## src/rtl/truth_table_sweeper.sv

```systemverilog
// Exhaustive on-chip truth-table tester: walks every input vector of an N_IN-input
// combinational DUT, captures its response table and compares it with a latched expectation.
module truth_table_sweeper #(
    parameter int N_IN   = 4,
    parameter int SETTLE = 1
) (
    input  logic                  clk,
    input  logic                  rst,
    input  logic                  start,
    input  logic [(1<<N_IN)-1:0]  exp_tt,
    output logic [N_IN-1:0]       dut_in,
    input  logic                  dut_out,
    output logic                  busy,
    output logic                  done,
    output logic                  pass,
    output logic [N_IN:0]         err_count,
    output logic [N_IN-1:0]       first_err,
    output logic                  first_err_valid,
    output logic [(1<<N_IN)-1:0]  resp_tt
);
    localparam int NV = 1 << N_IN;

    typedef enum logic [1:0] {S_IDLE, S_SETTLE, S_SAMPLE, S_DONE} state_t;

    state_t          state, state_nxt;
    logic [NV-1:0]   exp_latched;
    logic [3:0]      cnt;
    logic            settle_end;
    logic            last;
    logic            mismatch;
    logic [N_IN:0]   err_nxt;

    // dut_in doubles as the sweep index; it always equals the vector under test
    assign settle_end = (cnt == 4'(SETTLE - 1));
    assign last       = &dut_in;
    assign mismatch   = (dut_out != exp_latched[dut_in]);
    assign err_nxt    = err_count + {{N_IN{1'b0}}, mismatch};

    always_ff @(posedge clk) begin
        if (rst) state <= S_IDLE;
        else     state <= state_nxt;
    end

    always_comb begin
        state_nxt = state;
        case (state)
            S_IDLE:   if (start) state_nxt = S_SETTLE;
            S_SETTLE: if (settle_end) state_nxt = S_SAMPLE;
            S_SAMPLE: state_nxt = last ? S_DONE : S_SETTLE;
            S_DONE:   state_nxt = S_IDLE;
            default:  state_nxt = S_IDLE;
        endcase
    end

    always_ff @(posedge clk) begin
        if (rst) begin
            exp_latched     <= '0;
            cnt             <= '0;
            dut_in          <= '0;
            busy            <= 1'b0;
            done            <= 1'b0;
            pass            <= 1'b0;
            err_count       <= '0;
            first_err       <= '0;
            first_err_valid <= 1'b0;
            resp_tt         <= '0;
        end else begin
            done <= 1'b0;
            case (state)
                S_IDLE: begin
                    if (start) begin
                        exp_latched     <= exp_tt;
                        dut_in          <= '0;
                        busy            <= 1'b1;
                        err_count       <= '0;
                        first_err_valid <= 1'b0;
                        resp_tt         <= '0;
                        pass            <= 1'b0;
                        cnt             <= '0;
                    end
                end
                S_SETTLE: begin
                    if (!settle_end) cnt <= cnt + 4'd1;
                end
                S_SAMPLE: begin
                    resp_tt[dut_in] <= dut_out;
                    err_count       <= err_nxt;
                    cnt             <= '0;
                    if (mismatch && !first_err_valid) begin
                        first_err       <= dut_in;
                        first_err_valid <= 1'b1;
                    end
                    // pass must include the final sample, hence err_nxt rather than err_count
                    if (last) begin
                        busy <= 1'b0;
                        done <= 1'b1;
                        pass <= (err_nxt == '0);
                    end else begin
                        dut_in <= dut_in + 1'b1;
                    end
                end
                default: ;
            endcase
        end
    end
endmodule

```

## config.mk

```make
export PLATFORM = sky130hd
export DESIGN_NAME = truth_table_sweeper
export DESIGN_NICKNAME = d
export VERILOG_FILES = /design/src/rtl/truth_table_sweeper.sv
export SDC_FILE = /design/constraint.sdc
export NUM_CORES = 1
export LEC_CHECK = 0
export CORE_AREA = 10 10 114 116
export DETAILED_ROUTE_END_ITERATION = 10
export DIE_AREA = 0 0 124 126
export DONT_BUFFER_PORTS = 1
export MAX_ROUTING_LAYER = met4
export PLACE_DENSITY_LB_ADDON = 0.05
export SYNTH_ARGS = -nofsm -noshare
export SYNTH_HDL_FRONTEND = slang
export SYNTH_SLANG_ARGS = --single-unit
```

## constraint.sdc

```tcl
create_clock -name clk -period 2.95 [get_ports clk]
set_input_delay 0.295 -clock clk [delete_from_list [all_inputs] [get_ports clk]]
set_output_delay 0.295 -clock clk [all_outputs]
set_load 0.02 [all_outputs]
```

==> impl_metrics.yaml <==
status:
  status: "completed"
layout:
  final_area_um2: 2940
  multi_input_area_um2: 1450
  stdcell_count: 455
  nNetsFinal: 343
  drive_gt1_share_pct: 9.84
  antenna_cells: 0
  fillers: 1204
  area_growth_pct: 12.0
  final_cell_mix: "54 x dfxtp_1, 52 x nand2_1, 39 x a21oi_1"
  seq_area_um2: 1100
  mostFrequentLayoutCell: "dfxtp_1"
setup_path:
  end_kind: "register"
  cpPeakStageDelay_ns: 0.46
  required_ns: 3.21
  cp.buffers_inverters: 0
  crit_path_frequent_cell: "ha_1"
  arrival_ns: 3.08
  r2r_start: "dut_in[0]"
  path_cells: "mux2_2 > mux4_2 > nor2b_1 > a41oi_2 > xnor2_2 > ha_1 > ha_1 > or4_1 > a21oi_2 > a22oi_1 > nor2_1"
  cp_max_fo: 6
  crit_path_start_kind: "register"
  worstSetupStartpoint: "dut_in[0]"
  criticalPathCategory: "reg -> reg"
  cp_top_family: "multiplexers"
  crit_slowest_cell: "mux4_2"
yosys:
  syn-cell-area_um2: 2630
  yosysSeqAreaShare_pct: 41.9
  yosysWarnings: 0
  syn-num-nets: 343
  avgSynthCellArea_um2: 8.34
  yosysUniqueCellTypes: 46
  netlist_instances: 315
  synth.ff_latch_count: 55
floorplanning:
  die_w_um: 124
  die_height_um: 126
  initial_utilization_pct: 24.5
  die_area_um2: 15600
  fp.coreArea_um2: 10700
  pin_count: 53
  rows: 38
timing:
  maxSlewViolCount: 0
  rsz0062_at_grt: "false"
  hold_violations: 0
  period_share_pct: 95.8
  relSlewSlack_pct: 50.1
  final.setup.tns_ns: 0
  fin_crit_ns: 2.83
  fin_skew_ns: 0.0141
  tightestPinTransition_ns: 0.746
  timing.hold.ws_ns: 0.0457
  fmax_mhz: 354
  setup_viol: 0
power:
  clkPwrFrac_pct: 36.3
  p_switching_uw: 343
  power_density_nw_per_um2: 477
  switching_share_pct: 24.4
  internal-power_uw: 1060
  vdd_ir_drop_max_uv: 200
  comb_power_share_pct: 8.0
  seq_power_share_pct: 55.7
  power_uw: 1400
  static-leakage-power_uw: 0.00103
placement:
  place_inst: 448
  post_dp_cell_area_um2: 2820
  port-buffer-count: 0
  dpl.hpwl_um: 5620
  gp_congestion: 0.707
clocking:
  clk_pin_slew_ns: 0.11
  cts_root_buffer: "clkbuf_8"
  clock_latency_ns: 0.31
  cts_hold_buffers: 0
  cts.path.max_buffers: 2
  tritoncts: "built"
  cts_sinks: 55
  cts_buffers: 5
  htreeDepth: 2
route:
  vias: 2124
  wl_per_cell_um: 17.1
  vias_per_cell: 4.67
  ant_nets: 0
  drt_wl_total_um: 7760
  drc: 0
  drt-initial-drc-count: 85
  dr.pass1.iters: 4
worst_hold_path:
  timing.hold.worst.start: "rst"
  hp-class: "in -> reg"
grt:
  antenna_found_initial: 0
  grt_max_degree: 55
  grt_util_all_layers_pct: 10.3
  grt_pass1_wl_um: 12500
  grt_pass1_vias: 2187
  grt_overflow: 0
job:
  cap_violations: 0
synthesized netlist by cell type, drive strengths merged:
| library cell | number | area, µm² |
|---|---|---|
| a211oi | 2 | 15.0 |
| a22o | 2 | 17.5 |
| nor2b | 5 | 31.3 |
| and2 | 1 | 6.26 |
| a41oi | 1 | 8.76 |
| xor2 | 4 | 35.0 |
| inv | 4 | 15.0 |
| a21o | 1 | 7.51 |
| a22oi | 2 | 15.0 |
| mux2 | 5 | 63.8 |
| nor4b | 1 | 8.76 |
| nand4b | 1 | 8.76 |
| nand4 | 5 | 31.3 |
| or4b | 1 | 10.0 |
| a21oi | 40 | 200 |
| and3 | 3 | 18.8 |
| xnor2 | 2 | 17.5 |
| nand3 | 8 | 40.0 |
| nor2 | 18 | 67.6 |
| ha | 8 | 100 |
| or2 | 1 | 6.26 |
| a32oi | 1 | 8.76 |
| nor3 | 5 | 36.3 |
| o21bai | 1 | 7.51 |
| or4 | 2 | 15.0 |
| o211ai | 1 | 7.51 |
| buf | 3 | 20.0 |
| a31oi | 2 | 12.5 |
| mux2i | 8 | 83.8 |
| dfxtp | 55 | 1100 |
| nand2b | 12 | 75.1 |
| or3 | 2 | 12.5 |
| nand2 | 52 | 195 |
| mux4 | 1 | 22.5 |
| and4 | 2 | 17.5 |
| o21ai | 20 | 100 |
| o21ba | 1 | 10.0 |
| a21boi | 15 | 113 |
| clkbuf | 17 | 63.8 |
timing repair:
action,CTS,global route
buffers inserted,0,0
gates resized for setup,0,3
setup endpoints to repair,0,2
through the flow:
step	worst slack [ns]	utilization (%)
after detailed placement	0.0960	26.4
after CTS	0.0617	27.3
after floorplan	0.0203	-
after global placement	0.126	26.4
after global routing	0.00202	27.5
final	0.124	27.5
cell families (layout without fill, tap and decap cells):
| group | count (synthesis) | count (layout) | synth area share (%) |
|---|---|---|---|
| AND/OR/NAND/NOR | 119 | 119 | 22.1 |
| AO/OA/AOI/OAI | 89 | 89 | 19.9 |
| buffers and inverters | 24 | 24 | 3.76 |
| multiplexers | 14 | 14 | 6.48 |
| XOR/XNOR | 6 | 6 | 2.00 |
| adder cells (fa/ha/maj) | 8 | 8 | 3.81 |
| flip-flops | 55 | 55 | 41.9 |
flip-flops by register name, summed over array words and instances (netlist names):
register and flops:
pass 1, state 2, first_err_valid 1, err_count 5
exp_latched 16, busy 1, cnt 4, dut_in 4
done 1, first_err 4, resp_tt 16
worst register-to-register path, cell delays in order (launching register included):
cell	delay, ns
dfxtp_4	0.41
mux2_2	0.35
mux4_2	0.46
nor2b_1	0.15
a41oi_2	0.22
xnor2_2	0.09
ha_1	0.20
ha_1	0.19
or4_1	0.41
a21oi_2	0.13
a22oi_1	0.07
nor2_1	0.09
layout make-up:
cell class	instances	area share, %
Clock inverter	1	1.02
Sequential cell	55	37.6
Tap cell	140	5.96
Inverter	4	0.511
Clock buffer	6	2.47
Timing Repair Buffer	13	3.32
Multi-Input combinational cell	236	49.1
layer usage:
metal	vias to the layer above	GRT usage (%)	share of wire, %
met5	-	-	0
met4	0	2.10	0.80
met3	4	3.08	6.0
met2	38	15.7	46
met1	995	13.3	48
li1	1087	-	-
final timing paths:
path | end | slack [ns] | cells past startpoint
worst max-delay path | pass | 0.12 | 11
worst min-delay path | resp_tt[12] | 0.05 | 1
worst max register to register | pass | 0.12 | 11
worst min register to register | exp_latched[10] | 0.45 | 2
power groups by stage:
stage	logic, µW	clock network (µW)	registers [µW]
after floorplan	94.2	0	791
after global placement	112	0	799
after detailed placement	113	0	799
after CTS	113	531	782
after global routing	128	558	784
final	112	508	781
(Power assumes the default switching activity.)
